<file path="config.mk">
export PLATFORM = sky130hd
export DESIGN_NAME = memory_stage_flat
export DESIGN_NICKNAME = d
export VERILOG_FILES = /design/src/rtl/memory_pkg.sv /design/src/rtl/memory_stage_if.sv /design/src/rtl/memory_stage_load_align.sv /design/src/rtl/memory_stage.sv /design/src/flat_wrapper.sv
export SDC_FILE = /design/constraint.sdc
export NUM_CORES = 1
export LEC_CHECK = 0
export CAP_MARGIN = 40
export CORE_MARGIN = 1.5
export CORE_UTILIZATION = 30
export CTS_CLUSTER_DIAMETER = 150
export DETAILED_ROUTE_END_ITERATION = 6
export GPL_TIMING_DRIVEN = 0
export SETUP_SLACK_MARGIN = 0.5
export SLEW_MARGIN = 20
export SYNTH_ARGS = -nofsm -noshare
export SYNTH_HDL_FRONTEND = slang
export SYNTH_SLANG_ARGS = --single-unit
</file>
<file path="constraint.sdc">
create_clock -name clock -period 2.1 [get_ports clock]
set_input_delay 0.63 -clock clock [delete_from_list [all_inputs] [get_ports clock]]
set_output_delay 0.63 -clock clock [all_outputs]
set_load 0.1 [all_outputs]
</file>
<file path="src/rtl/memory_pkg.sv">
// Shared types and constants for the MIPS memory (M) pipeline stage.
// Holds the access FSM state enum, the byte-lane mask and the timeout counter width.
// Package only: no ports, no logic.
package memory_pkg;

  typedef enum logic {
    ST_IDLE = 1'b0,
    ST_WAIT = 1'b1
  } mem_state_e;

  // Byte 0 (big-endian) is the most significant lane; shift right by lane index.
  localparam logic [3:0] LANE_MASK = 4'b1000;

  // The wait counter never exceeds ACK_TIMEOUT-1, so clog2(ACK_TIMEOUT) bits suffice.
  function automatic int cnt_width(input int ack_timeout);
    return (ack_timeout > 2) ? $clog2(ack_timeout) : 1;
  endfunction

  // X/M pipeline register contents.
  typedef struct packed {
    logic        valid;
    logic        dmwe;
    logic        rwe;
    logic        rdst;
    logic        rwd;
    logic        byte_op;
    logic        ld_unsigned;
    logic [31:0] pc;
    logic [31:0] insn;
    logic [31:0] alu_out;
    logic [31:0] rb;
  } xm_t;

  // M/W pipeline register contents.
  typedef struct packed {
    logic        valid;
    logic        rwe;
    logic [4:0]  dest;
    logic [31:0] pc;
    logic [31:0] insn;
    logic [31:0] data;
  } mw_t;

endpackage

</file>
<file path="src/rtl/memory_stage_if.sv">
// Bundle of execute-stage inputs, data-memory handshake, hazard/bypass and writeback signals.
// Ports: slave = memory_stage side, master = environment (execute, memory, writeback) side.
// Pure wiring, no latency, no backpressure of its own.
interface memory_stage_if;
  // execute stage -> M
  logic        x_valid;
  logic        x_dmwe;
  logic        x_rwe;
  logic        x_rdst;
  logic        x_rwd;
  logic        x_dm_byte;
  logic        x_ld_unsigned;
  logic [31:0] x_pc;
  logic [31:0] x_insn;
  logic [31:0] x_alu_out;
  logic [31:0] x_rb;
  // hazard / bypass
  logic        m_stall;
  logic [31:0] mx_bypass;
  logic [4:0]  m_dest;
  logic        m_rwe;
  // data memory
  logic        dm_req;
  logic        dm_we;
  logic [31:0] dm_addr;
  logic [31:0] dm_wdata;
  logic [3:0]  dm_be;
  logic        dm_ack;
  logic [31:0] dm_rdata;
  // writeback
  logic        w_valid;
  logic        w_rwe;
  logic [4:0]  w_dest;
  logic [31:0] w_pc;
  logic [31:0] w_insn;
  logic [31:0] w_data;
  logic        m_bus_err;

  modport slave (
    input  x_valid, x_dmwe, x_rwe, x_rdst, x_rwd, x_dm_byte, x_ld_unsigned,
    input  x_pc, x_insn, x_alu_out, x_rb,
    input  dm_ack, dm_rdata,
    output m_stall, mx_bypass, m_dest, m_rwe,
    output dm_req, dm_we, dm_addr, dm_wdata, dm_be,
    output w_valid, w_rwe, w_dest, w_pc, w_insn, w_data, m_bus_err
  );

  modport master (
    output x_valid, x_dmwe, x_rwe, x_rdst, x_rwd, x_dm_byte, x_ld_unsigned,
    output x_pc, x_insn, x_alu_out, x_rb,
    output dm_ack, dm_rdata,
    input  m_stall, mx_bypass, m_dest, m_rwe,
    input  dm_req, dm_we, dm_addr, dm_wdata, dm_be,
    input  w_valid, w_rwe, w_dest, w_pc, w_insn, w_data, m_bus_err
  );
endinterface

</file>
<file path="src/rtl/memory_stage_load_align.sv">
// Formats raw big-endian read data into the 32-bit load result (LW/LB/LBU).
// Latency: combinational. No backpressure.
// Ports: rdata_i (raw word), lane_i (addr[1:0]), byte_i (byte load), unsigned_i (zero-extend), data_o.
module load_align (
  input  logic [31:0] rdata_i,
  input  logic [1:0]  lane_i,
  input  logic        byte_i,
  input  logic        unsigned_i,
  output logic [31:0] data_o
);

  logic [7:0] sel;

  always_comb begin
    sel = 8'h00;
    case (lane_i)
      2'd0:    sel = rdata_i[31:24];
      2'd1:    sel = rdata_i[23:16];
      2'd2:    sel = rdata_i[15:8];
      default: sel = rdata_i[7:0];
    endcase
  end

  always_comb begin
    data_o = rdata_i;
    if (byte_i) begin
      data_o = unsigned_i ? {24'h0, sel} : {{24{sel[7]}}, sel};
    end
  end

endmodule

</file>
<file path="src/rtl/memory_stage.sv">
// M pipeline stage: X/M register, data-memory handshake with ack timeout, load format, M/W register.
// Latency: one cycle X->W with zero-wait memory; +N cycles for an N-cycle ack, capped by ACK_TIMEOUT.
// Backpressure: m_stall holds upstream while a request waits for dm_ack; timeout abandons the access.
// Ports: clock, reset_n (async, active-low), bus (memory_stage_if.slave).
// Optional: MEMORY_ALIGN_CHECK_EN rejects misaligned word accesses with a bus error pulse.
module memory_stage
  import memory_pkg::*;
#(
  parameter int ACK_TIMEOUT = 16
) (
  input  logic           clock,
  input  logic           reset_n,
  memory_stage_if.slave  bus
);

  localparam int CW = cnt_width(ACK_TIMEOUT);
  // The counter is compared against its pre-increment value, so the access is
  // abandoned in request cycle ACK_TIMEOUT (counter reaching ACK_TIMEOUT-1).
  localparam logic [CW-1:0] CNT_LAST = CW'(ACK_TIMEOUT - 2);

  xm_t           m_q, m_d;
  mw_t           w_q, w_d;
  mem_state_e    state_q, state_d;
  logic [CW-1:0] cnt_q, cnt_d;

  logic        mem_op;
  logic        misalign;
  logic        dm_req;
  logic        timeout;
  logic        stall;
  logic        bus_err;
  logic [1:0]  lane;
  logic [31:0] ld_data;

  assign lane   = m_q.alu_out[1:0];
  assign mem_op = m_q.valid & (m_q.dmwe | m_q.rwd);

`ifdef MEMORY_ALIGN_CHECK_EN
  assign misalign = mem_op & ~m_q.byte_op & (lane != 2'b00);
`else
  assign misalign = 1'b0;
`endif

  // A rejected misaligned access never reaches memory.
  assign dm_req  = mem_op & ~misalign;
  // Ack in the final cycle wins over timeout.
  assign timeout = (state_q == ST_WAIT) & (cnt_q == CNT_LAST) & ~bus.dm_ack;

  // FSM state register
  always_ff @(posedge clock or negedge reset_n) begin
    if (!reset_n) begin
      state_q <= ST_IDLE;
      cnt_q   <= '0;
    end else begin
      state_q <= state_d;
      cnt_q   <= cnt_d;
    end
  end

  // FSM next state
  always_comb begin
    state_d = state_q;
    cnt_d   = cnt_q;
    case (state_q)
      ST_IDLE: begin
        if (dm_req && !bus.dm_ack) begin
          state_d = ST_WAIT;
          cnt_d   = '0;
        end
      end
      default: begin
        cnt_d = cnt_q + 1'b1;
        if (bus.dm_ack || timeout) state_d = ST_IDLE;
      end
    endcase
  end

  // FSM outputs
  always_comb begin
    stall   = dm_req & ~bus.dm_ack & ~timeout;
    bus_err = timeout | misalign;
  end

  load_align u_load_align (
    .rdata_i    (bus.dm_rdata),
    .lane_i     (lane),
    .byte_i     (m_q.byte_op),
    .unsigned_i (m_q.ld_unsigned),
    .data_o     (ld_data)
  );

  // Pipeline register next state: both registers hold together while stalled.
  always_comb begin
    m_d = m_q;
    w_d = w_q;
    if (!stall) begin
      m_d.valid       = bus.x_valid;
      m_d.dmwe        = bus.x_dmwe;
      m_d.rwe         = bus.x_rwe;
      m_d.rdst        = bus.x_rdst;
      m_d.rwd         = bus.x_rwd;
      m_d.byte_op     = bus.x_dm_byte;
      m_d.ld_unsigned = bus.x_ld_unsigned;
      m_d.pc          = bus.x_pc;
      m_d.insn        = bus.x_insn;
      m_d.alu_out     = bus.x_alu_out;
      m_d.rb          = bus.x_rb;

      w_d.valid = m_q.valid;
      // An abandoned or rejected access retires without writing the register file.
      w_d.rwe   = m_q.valid & m_q.rwe & ~bus_err;
      w_d.dest  = bus.m_dest;
      w_d.pc    = m_q.pc;
      w_d.insn  = m_q.insn;
      w_d.data  = m_q.rwd ? ld_data : m_q.alu_out;
    end
  end

  always_ff @(posedge clock or negedge reset_n) begin
    if (!reset_n) begin
      m_q <= '0;
      w_q <= '0;
    end else begin
      m_q <= m_d;
      w_q <= w_d;
    end
  end

  // Hazard / bypass
  assign bus.m_stall   = stall;
  assign bus.mx_bypass = m_q.alu_out;
  assign bus.m_dest    = m_q.rdst ? m_q.insn[15:11] : m_q.insn[20:16];
  assign bus.m_rwe     = m_q.valid & m_q.rwe;
  assign bus.m_bus_err = bus_err;

  // Memory request; everything is zeroed when no request is outstanding.
  assign bus.dm_req  = dm_req;
  assign bus.dm_we   = dm_req & m_q.dmwe;
  assign bus.dm_addr = dm_req ? {m_q.alu_out[31:2], 2'b00} : 32'h0;

  always_comb begin
    bus.dm_be    = 4'b0000;
    bus.dm_wdata = 32'h0;
    if (dm_req) begin
      bus.dm_be = 4'b1111;
      if (m_q.dmwe) begin
        if (m_q.byte_op) begin
          bus.dm_be    = LANE_MASK >> lane;
          bus.dm_wdata = {4{m_q.rb[7:0]}};
        end else begin
          bus.dm_wdata = m_q.rb;
        end
      end
    end
  end

  // Writeback
  assign bus.w_valid = w_q.valid;
  assign bus.w_rwe   = w_q.rwe;
  assign bus.w_dest  = w_q.dest;
  assign bus.w_pc    = w_q.pc;
  assign bus.w_insn  = w_q.insn;
  assign bus.w_data  = w_q.data;

endmodule

</file>
<file path="src/flat_wrapper.sv">
// flat-port wrapper written by rule: the top's interface ports become plain ports
module memory_stage_flat import memory_pkg::*;
#(
  parameter int ACK_TIMEOUT = 16
)
  (clock, reset_n, bus_x_valid, bus_x_dmwe, bus_x_rwe, bus_x_rdst, bus_x_rwd, bus_x_dm_byte, bus_x_ld_unsigned, bus_x_pc, bus_x_insn, bus_x_alu_out, bus_x_rb, bus_dm_ack, bus_dm_rdata, bus_m_stall, bus_mx_bypass, bus_m_dest, bus_m_rwe, bus_dm_req, bus_dm_we, bus_dm_addr, bus_dm_wdata, bus_dm_be, bus_w_valid, bus_w_rwe, bus_w_dest, bus_w_pc, bus_w_insn, bus_w_data, bus_m_bus_err);
  memory_stage_if bus_i ();
  input  logic clock;
  input  logic reset_n;
  input wire logic [$bits(bus_i.x_valid)-1:0] bus_x_valid;
  input wire logic [$bits(bus_i.x_dmwe)-1:0] bus_x_dmwe;
  input wire logic [$bits(bus_i.x_rwe)-1:0] bus_x_rwe;
  input wire logic [$bits(bus_i.x_rdst)-1:0] bus_x_rdst;
  input wire logic [$bits(bus_i.x_rwd)-1:0] bus_x_rwd;
  input wire logic [$bits(bus_i.x_dm_byte)-1:0] bus_x_dm_byte;
  input wire logic [$bits(bus_i.x_ld_unsigned)-1:0] bus_x_ld_unsigned;
  input wire logic [$bits(bus_i.x_pc)-1:0] bus_x_pc;
  input wire logic [$bits(bus_i.x_insn)-1:0] bus_x_insn;
  input wire logic [$bits(bus_i.x_alu_out)-1:0] bus_x_alu_out;
  input wire logic [$bits(bus_i.x_rb)-1:0] bus_x_rb;
  input wire logic [$bits(bus_i.dm_ack)-1:0] bus_dm_ack;
  input wire logic [$bits(bus_i.dm_rdata)-1:0] bus_dm_rdata;
  output wire logic [$bits(bus_i.m_stall)-1:0] bus_m_stall;
  output wire logic [$bits(bus_i.mx_bypass)-1:0] bus_mx_bypass;
  output wire logic [$bits(bus_i.m_dest)-1:0] bus_m_dest;
  output wire logic [$bits(bus_i.m_rwe)-1:0] bus_m_rwe;
  output wire logic [$bits(bus_i.dm_req)-1:0] bus_dm_req;
  output wire logic [$bits(bus_i.dm_we)-1:0] bus_dm_we;
  output wire logic [$bits(bus_i.dm_addr)-1:0] bus_dm_addr;
  output wire logic [$bits(bus_i.dm_wdata)-1:0] bus_dm_wdata;
  output wire logic [$bits(bus_i.dm_be)-1:0] bus_dm_be;
  output wire logic [$bits(bus_i.w_valid)-1:0] bus_w_valid;
  output wire logic [$bits(bus_i.w_rwe)-1:0] bus_w_rwe;
  output wire logic [$bits(bus_i.w_dest)-1:0] bus_w_dest;
  output wire logic [$bits(bus_i.w_pc)-1:0] bus_w_pc;
  output wire logic [$bits(bus_i.w_insn)-1:0] bus_w_insn;
  output wire logic [$bits(bus_i.w_data)-1:0] bus_w_data;
  output wire logic [$bits(bus_i.m_bus_err)-1:0] bus_m_bus_err;
  assign bus_i.x_valid = bus_x_valid;
  assign bus_i.x_dmwe = bus_x_dmwe;
  assign bus_i.x_rwe = bus_x_rwe;
  assign bus_i.x_rdst = bus_x_rdst;
  assign bus_i.x_rwd = bus_x_rwd;
  assign bus_i.x_dm_byte = bus_x_dm_byte;
  assign bus_i.x_ld_unsigned = bus_x_ld_unsigned;
  assign bus_i.x_pc = bus_x_pc;
  assign bus_i.x_insn = bus_x_insn;
  assign bus_i.x_alu_out = bus_x_alu_out;
  assign bus_i.x_rb = bus_x_rb;
  assign bus_i.dm_ack = bus_dm_ack;
  assign bus_i.dm_rdata = bus_dm_rdata;
  assign bus_m_stall = bus_i.m_stall;
  assign bus_mx_bypass = bus_i.mx_bypass;
  assign bus_m_dest = bus_i.m_dest;
  assign bus_m_rwe = bus_i.m_rwe;
  assign bus_dm_req = bus_i.dm_req;
  assign bus_dm_we = bus_i.dm_we;
  assign bus_dm_addr = bus_i.dm_addr;
  assign bus_dm_wdata = bus_i.dm_wdata;
  assign bus_dm_be = bus_i.dm_be;
  assign bus_w_valid = bus_i.w_valid;
  assign bus_w_rwe = bus_i.w_rwe;
  assign bus_w_dest = bus_i.w_dest;
  assign bus_w_pc = bus_i.w_pc;
  assign bus_w_insn = bus_i.w_insn;
  assign bus_w_data = bus_i.w_data;
  assign bus_m_bus_err = bus_i.m_bus_err;
  memory_stage #(.ACK_TIMEOUT(ACK_TIMEOUT)) u_core (.clock(clock), .reset_n(reset_n), .bus(bus_i));
endmodule
</file>
==> flow_results.xml <==
<?xml version="1.0" encoding="UTF-8"?>
<metrics>
  <group name="status">
    <metric name="status" unit="">finished, violations left</metric>
    <metric name="failed_checks" unit="">DRC, setup timing</metric>
  </group>
  <group name="worst_setup_path">
    <metric name="cp-startpoint" unit="">u_core.m_q[130]</metric>
    <metric name="endpoint_kind" unit="">primary output</metric>
    <metric name="critPathTopFamily" unit="">buffers and inverters</metric>
    <metric name="r2r_start" unit="">u_core.cnt_q[0]</metric>
    <metric name="timing.critical_path.from_type" unit="">register</metric>
    <metric name="critical-path-max-stage-delay" unit="ps">380</metric>
    <metric name="cp_data_arrival_time" unit="ps">2050</metric>
    <metric name="critical_path_maximum_fanout" unit="">8</metric>
    <metric name="critical_path_class" unit="">register to primary output</metric>
    <metric name="timing.critical_path.required" unit="ps">1470</metric>
    <metric name="worst-r2r-setup-slack" unit="ps">100</metric>
    <metric name="worst_path_max_delay_cell" unit="">dfrtp_1</metric>
    <metric name="worstPathBufferInverterCount" unit="">5</metric>
    <metric name="cell_repeated_most_along_the_worst_path" unit="">buf_6</metric>
    <metric name="critical_path.cell_chain" unit="">buf_6, or2_4, nand2_8, inv_12, clkbuf_16, buf_6, and2_4, buf_16</metric>
  </group>
  <group name="route">
    <metric name="avgViaCountPerCell" unit="">4.779</metric>
    <metric name="finalWirelength" unit="um">49080</metric>
    <metric name="antenna_left" unit="">0</metric>
    <metric name="routed-via-count" unit="">11790</metric>
    <metric name="drt_iter0_drc" unit="">630</metric>
    <metric name="routed_wire_length_per_instance" unit="um">19.89</metric>
    <metric name="drt-pass1-iter-count" unit="">7</metric>
    <metric name="detail_route.drc_violations" unit="">27</metric>
  </group>
  <group name="clock_tree">
    <metric name="cts-hold-fix-buffers" unit="">0</metric>
    <metric name="clk-insertion-delay-late" unit="ps">550</metric>
    <metric name="clkTransAtPathRegs" unit="ps">60</metric>
    <metric name="htree_num_levels" unit="">1</metric>
    <metric name="tritoncts" unit="">yes</metric>
    <metric name="cts_buffers" unit="">29</metric>
    <metric name="max-clock-path-buffers" unit="">3</metric>
    <metric name="tritoncts_sink_count" unit="">243</metric>
    <metric name="cts_root_buf" unit="">clkbuf_16</metric>
  </group>
  <group name="synth">
    <metric name="synth_simple_gate_area_share" unit="%">28.60</metric>
    <metric name="synth-compound-area-share" unit="%">7.214</metric>
    <metric name="synthXorXnorAreaFrac" unit="%">0.1608</metric>
    <metric name="synth_top_family_by_area" unit="">simple AND/OR/NAND/NOR gates</metric>
    <metric name="mappedNetlistArea" unit="sq um">10890</metric>
    <metric name="warnings_synthesis" unit="">0</metric>
    <metric name="post_synth_inst_count" unit="">1261</metric>
    <metric name="yosys.cell_types.count" unit="">39</metric>
    <metric name="syn_area_per_cell" unit="sq um">8.637</metric>
    <metric name="synth_sequential_area_ratio" unit="%">55.83</metric>
    <metric name="yosys_register_bits" unit="">243</metric>
    <metric name="synth-adder-area-share" unit="%">0.2298</metric>
    <metric name="fraction_of_synthesized_area_in_multiplexers" unit="%">1.562</metric>
  </group>
  <group name="sta">
    <metric name="timing.final.crit_period" unit="ps">2679</metric>
    <metric name="tns" unit="ps">-33840</metric>
    <metric name="achievable-frequency" unit="MHz">373.3</metric>
    <metric name="worst_clock_skew" unit="ps">10.26</metric>
    <metric name="slew_violations" unit="">0</metric>
    <metric name="worst_pin_slew" unit="ps">792.6</metric>
    <metric name="grt_setup_unrepaired" unit="">true</metric>
    <metric name="hold_viol" unit="">0</metric>
    <metric name="maxSlewHeadroom" unit="%">47.16</metric>
    <metric name="post-route-period-util" unit="%">127.6</metric>
    <metric name="finalSetupViolCount" unit="">76</metric>
    <metric name="postLayoutSetupSlackWorst" unit="ps">-579.1</metric>
  </group>
  <group name="global_routing">
    <metric name="globalRoute.totalOverflow" unit="">0</metric>
    <metric name="grt_pass1_wl" unit="um">73460</metric>
    <metric name="grt_max_degree" unit="">95</metric>
    <metric name="grt_antenna_before_repair" unit="">6</metric>
    <metric name="first_global_vias" unit="">12550</metric>
    <metric name="gr-usage-all-layers" unit="%">25.10</metric>
  </group>
  <group name="die">
    <metric name="die_y" unit="um">193.5</metric>
    <metric name="core-area" unit="sq um">35660</metric>
    <metric name="ports_placed_on_the_boundary" unit="">383</metric>
    <metric name="dieWidth" unit="um">193.5</metric>
    <metric name="die_area" unit="sq um">37460</metric>
    <metric name="rows" unit="">69</metric>
    <metric name="starting_density_of_the_core" unit="%">30.55</metric>
  </group>
  <group name="placement">
    <metric name="detailedPlacementHpwl" unit="um">33350</metric>
    <metric name="port_buffers" unit="">380</metric>
    <metric name="place_area" unit="sq um">20400</metric>
    <metric name="gp_congestion" unit="">0.8194</metric>
  </group>
  <group name="finish">
    <metric name="mostFrequentLayoutCell" unit="">nand2_1</metric>
    <metric name="nNetsFinal" unit="">2151</metric>
    <metric name="layout-drive-gt1-share" unit="%">43.33</metric>
    <metric name="multi_input_area" unit="sq um">5144</metric>
    <metric name="layout.cells.most_common_list" unit="">nand2_1, dfrtp_1, clkdlybuf4s50_1</metric>
    <metric name="sequential_cell_area" unit="sq um">6091</metric>
    <metric name="syn2layout_area_growth" unit="%">118.4</metric>
    <metric name="num-fill-cells" unit="">2461</metric>
    <metric name="postLayoutCoreUtil" unit="%">66.70</metric>
    <metric name="layout.cell_area.non_filler" unit="sq um">23780</metric>
  </group>
  <group name="run">
    <metric name="maxCapViolations" unit="">0</metric>
  </group>
  <group name="power">
    <metric name="power_per_cell_area" unit="nW/um^2">1004</metric>
    <metric name="vdd.ir_drop.worst" unit="uV">761.3</metric>
    <metric name="cellLeakagePower" unit="nW">11.41</metric>
  </group>
  <group name="hold_path">
    <metric name="hold_path_class" unit="">primary input to asynchronous set/reset pin</metric>
  </group>
</metrics>
-- cell type report --
cell class,instances,share of cell area (%)
Clock buffer,42,3.425
Buffer,115,6.245
Antenna cell,5,0.05261
Inverter,15,0.3262
Clock inverter,11,0.4630
Timing Repair Buffer,686,39.83
Sequential cell,243,25.61
Multi-Input combinational cell,889,21.63
Tap cell,461,2.425
-- synth_stat cells (all sizes together) --
library cell	count	area share [%]
nand4	1	0.057
o21a	1	0.069
a31oi	2	0.11
xnor2	2	0.16
and3	9	0.52
mux4	1	0.21
or2	1	0.057
nand2b	50	2.9
a211oi	24	2.6
o2bb2ai	1	0.080
conb	1	0.034
o22a	8	0.64
ha	2	0.23
mux2i	8	0.74
nand2	596	21
a22o	2	0.16
dfrtp	243	56
nand3	3	0.18
o22ai	7	0.40
a221oi	8	0.64
and2b	2	0.14
nor3	24	1.1
nand3b	1	0.069
a21oi	28	1.3
nor2	49	1.7
o21ai	27	1.2
and2	24	1.4
buf	70	4.3
clkbuf	45	1.6
mux2	6	0.62
inv	15	0.52
-- through the flow --
stage / std cells / setup WS (ps) / power (mW) / hold slack [ps]
after floorplan: 1262 / 41.21 / 12.21 / 334.4
after global placement: 2103 / -10420 / 14.50 / 448.6
after detailed placement: 2316 / -1302 / 17.44 / 455.2
after CTS: 2411 / -602.2 / 23.42 / 31.70
after global routing: 2467 / -656.1 / 24.66 / 57.20
final: 2467 / -579.1 / 23.88 / 31.81
-- worst paths after layout --
| kind | end | cells after the start |
|---|---|---|
| worst max-delay path | bus_dm_addr[21] | 8 |
| worst min-delay path | u_core.m_q[5] | 1 |
| worst max register to register | u_core.bus.mx_bypass[23] | 12 |
| worst min register to register | u_core.bus.w_insn[10] | 2 |
| max in group asynchronous | u_core.bus.mx_bypass[30] | 2 |
| min in group clock | u_core.bus.w_insn[10] | 2 |
-- worst register-to-register path, stage by stage (launching register included) --
cell	delay [ps]
dfrtp_1	350
inv_1	50
ha_2	170
nand4_1	160
nand3_4	120
buf_4	150
buf_6	110
buf_12	140
buf_12	130
clkbuf_16	190
buf_12	160
nand2_1	90
nand2_1	70
-- registers in the layout, indices dropped and copies added, names as in the netlist --
signal                cells
u_core.state_q            1
u_core.cnt_q              4
u_core.m_q              103
u_core.bus.w_valid        1
u_core.bus.mx_bypass     32
u_core.bus.w_pc          32
u_core.bus.w_insn        32
u_core.bus.w_dest         5
u_core.bus.w_rwe          1
u_core.bus.w_data        32
-- what timing repair did --
item                                    in CTS  in global routing
pin swaps                                   29                 32
buffers inserted                           108                 42
endpoints found under the setup margin     448                448
gates cloned                                 4                  9
hold endpoints to repair                     0                  0
gates resized for setup                    969                175
-- cells by family after synthesis --
family	count (synthesis)
AOI/OAI and AO/OA	108
buffers and inverters	130
xor gates and xnor gates	2
and+or+nand+nor	760
adders and majority gates	2
DFF	243
muxes	15
other	1
-- report_power, final --
part / internal, mW / total [mW] / switching, mW / leakage (nW)
Clock: 2.92 / 4.96 / 2.04 / 0.453
Sequential: 5.39 / 5.96 / 0.573 / 2.89
Combinational: 5.57 / 13.0 / 7.38 / 8.07
Total: 13.9 / 23.9 / 9.99 / 11.4
-- per-layer routing --
layer	share of wire [%]	vias to the layer above	wire length [um]	global-route usage (%)
met5	0.026	-	13	0
met4	4.0	2	1949	10.21
met3	5.7	132	2792	4.062
met2	52	459	25570	44.83
met1	38	5799	18750	30.00
li1	-	5398	-	-
Note: power is estimated with default switching activity, not from simulation.
==> patch (config.mk and constraints unchanged) <==
Reset style: synchronous (`reset_n`), changed in 2 clocked blocks. Comments in the files are not updated.
--- a/src/rtl/memory_stage.sv
+++ b/src/rtl/memory_stage.sv
@@ -48,5 +48,5 @@
 
   // FSM state register
-  always_ff @(posedge clock or negedge reset_n) begin
+  always_ff @(posedge clock) begin
     if (!reset_n) begin
       state_q <= ST_IDLE;
@@ -117,5 +117,5 @@
   end
 
-  always_ff @(posedge clock or negedge reset_n) begin
+  always_ff @(posedge clock) begin
     if (!reset_n) begin
       m_q <= '0;
Function: differs if reset_n is asserted again (counterexample within 4 cycles, from zero or initial values and one cycle with reset_n low); with reset_n held inactive, the same outputs for 4 cycles.
==> patch against the unedited design <==
- the run ends with negative setup slack left
- area after synthesis is 6.7% lower
- non-clock buffer count increased by 6
- worst setup slack improved by 0.011 ns
- routed wire length grew 7.6%
- sequential cell count stayed put
- synthesized cell count grew 2.5%
- final area about the same
- die area is 6.6% lower
- final cell count shrank 0.36%
- count of clock-buffer cells in the layout decreased by 3
- critical endpoint is now bus_dm_addr[23]
- largest cell class unchanged
Power is not compared: it rests on default switching activity, and its combinational part moved more than twofold at a synthesized area within 25%.
==> patch: results (changes against the unedited design) <==
place:
  dp_slack_ns: -1.19  # was -1.30 ns
  hpwl_um: 35100  # was 33400 um
  placed_area_sq_mm: 0.0197  # was 0.0204 sq mm
  port_buffers: 379  # was 380
finish:
  final_cell_count_no_fill: 2458  # was 2467
  buffers: 807  # was 801
  area_growth_syn_to_layout_pct: 134  # was 118%
  multi_input_area_share_pct: 24.3  # was 21.6%
  seqAreaFraction_pct: 21.5  # was 25.6%
  fillCellCount: 2158  # was 2461
  inverters: 6  # was 15
  n_antenna_cell: 7  # was 5
  nets: 2158  # was 2151
  clock_area_share_pct: 3.52  # was 3.89%
  comb.multi_input.count: 901  # was 889
  drive_gt1_share_pct: 50.9  # was 43.3%
  layout.nonclk_buf_share_pct: 48.1  # was 46.1%
drt:
  viasPerCell: 5.02  # was 4.78
  routedLengthMet1_um: 21200  # was 18800 um
  wl_per_cell_um: 21.5  # was 19.9 um
  highest_layer: "met4"  # was met5
synth:
  synthFlopType: "dfxtp_1"  # was dfrtp_1
  synthXorXnorAreaFrac_pct: 0  # was 0.161%
  syn_inst: 1292  # was 1261
  synthMuxAreaShare_pct: 1.66  # was 1.56%
  synth_common_cells: "nand2_1, dfxtp_1, a21oi_1"  # was nand2_1, dfrtp_1, nand2b_1
  synth.distinct_cells: 42  # was 39
  async_reset_ff_share_pct: 0  # was 100%
floorplanning:
  n_tap_cell: 448  # was 461
global_route:
  antenna_found_initial: 7  # was 6
  grt_pass1_wl_um: 75900  # was 73500 um
  use_met2_pct: 48.4  # was 44.8%
  grt_pass1_vias: 12600  # about the same
  grtUsageMet1_pct: 34.1  # was 30.0%
  grt_max_degree: 14  # was 95
  grt_use_total_pct: 27.8  # was 25.1%
status:
  status: "finished with violations"  # unchanged
  violations: "negative setup slack"  # was design-rule violations, negative setup slack
timing:
  setup_ws_ns: -0.568  # was -0.579 ns
  finalSetupViolations: 74  # was 76
  tightest_slew_ns: 0.945  # was 0.793 ns
  finClkSkew_ns: 0.0142  # was 0.0103 ns
cts:
  post_cts_buffers: 79  # was 108
worst_hold_path:
  hold_class: "flop to flop"  # was input pin to async pin
[patch: changes by cell type after synthesis, moves of 18 or more]
| cell | unedited run | this run |
|---|---|---|
| a211oi_2 | 20 | 0 |
| o21ai_1 | 19 | 1 |
| nor3_1 | 24 | 1 |
| dfxtp_1 | 0 | 243 |
| o21ai_0 | 8 | 33 |
| dfrtp_1 | 243 | 0 |
| and2_1 | 24 | 1 |
| a221oi_2 | 0 | 20 |
| nand2_1 | 596 | 441 |
| nor2_1 | 49 | 8 |
| and3_1 | 9 | 38 |
| a21oi_1 | 28 | 233 |
[patch: power by group through the flow]
| stage | Clock, uW | Combinational (uW) | Sequential (uW) |
|---|---|---|---|
| global route | 4840 | 4840 | 5160 |
| global placement | 0 | 3110 | 5170 |
| floorplan | 0 | 1370 | 5930 |
| CTS | 4630 | 4400 | 5120 |
| finish | 4600 | 4710 | 5140 |
| detailed placement | 0 | 4000 | 5180 |
[patch: final timing paths]
| path | start | end | slack, ns | depth (start not counted) |
|---|---|---|---|---|
| setup / recovery | u_core.m_q[130]$_SDFFE_PN0N_ | bus_dm_addr[23] | -0.57 | 7 |
| hold / removal | u_core.m_q[95]$_SDFFE_PN0N_ | u_core.bus.w_insn[31]$_SDFFE_PN0N_ | 0.45 | 2 |
| setup reg to reg | u_core.bus.mx_bypass[1]$_SDFFE_PN0N_ | u_core.bus.w_data[29]$_SDFFE_PN0N_ | 0.21 | 7 |
| hold reg to reg | u_core.m_q[95]$_SDFFE_PN0N_ | u_core.bus.w_insn[31]$_SDFFE_PN0N_ | 0.45 | 2 |
[patch: worst max-delay path: cells and delay by family (launching register included)]
| kind | cells | cell delay, ns |
|---|---|---|
| buffers and inverters | 5 | 0.72 |
| DFF | 1 | 0.32 |
| and+or+nand+nor | 2 | 0.45 |
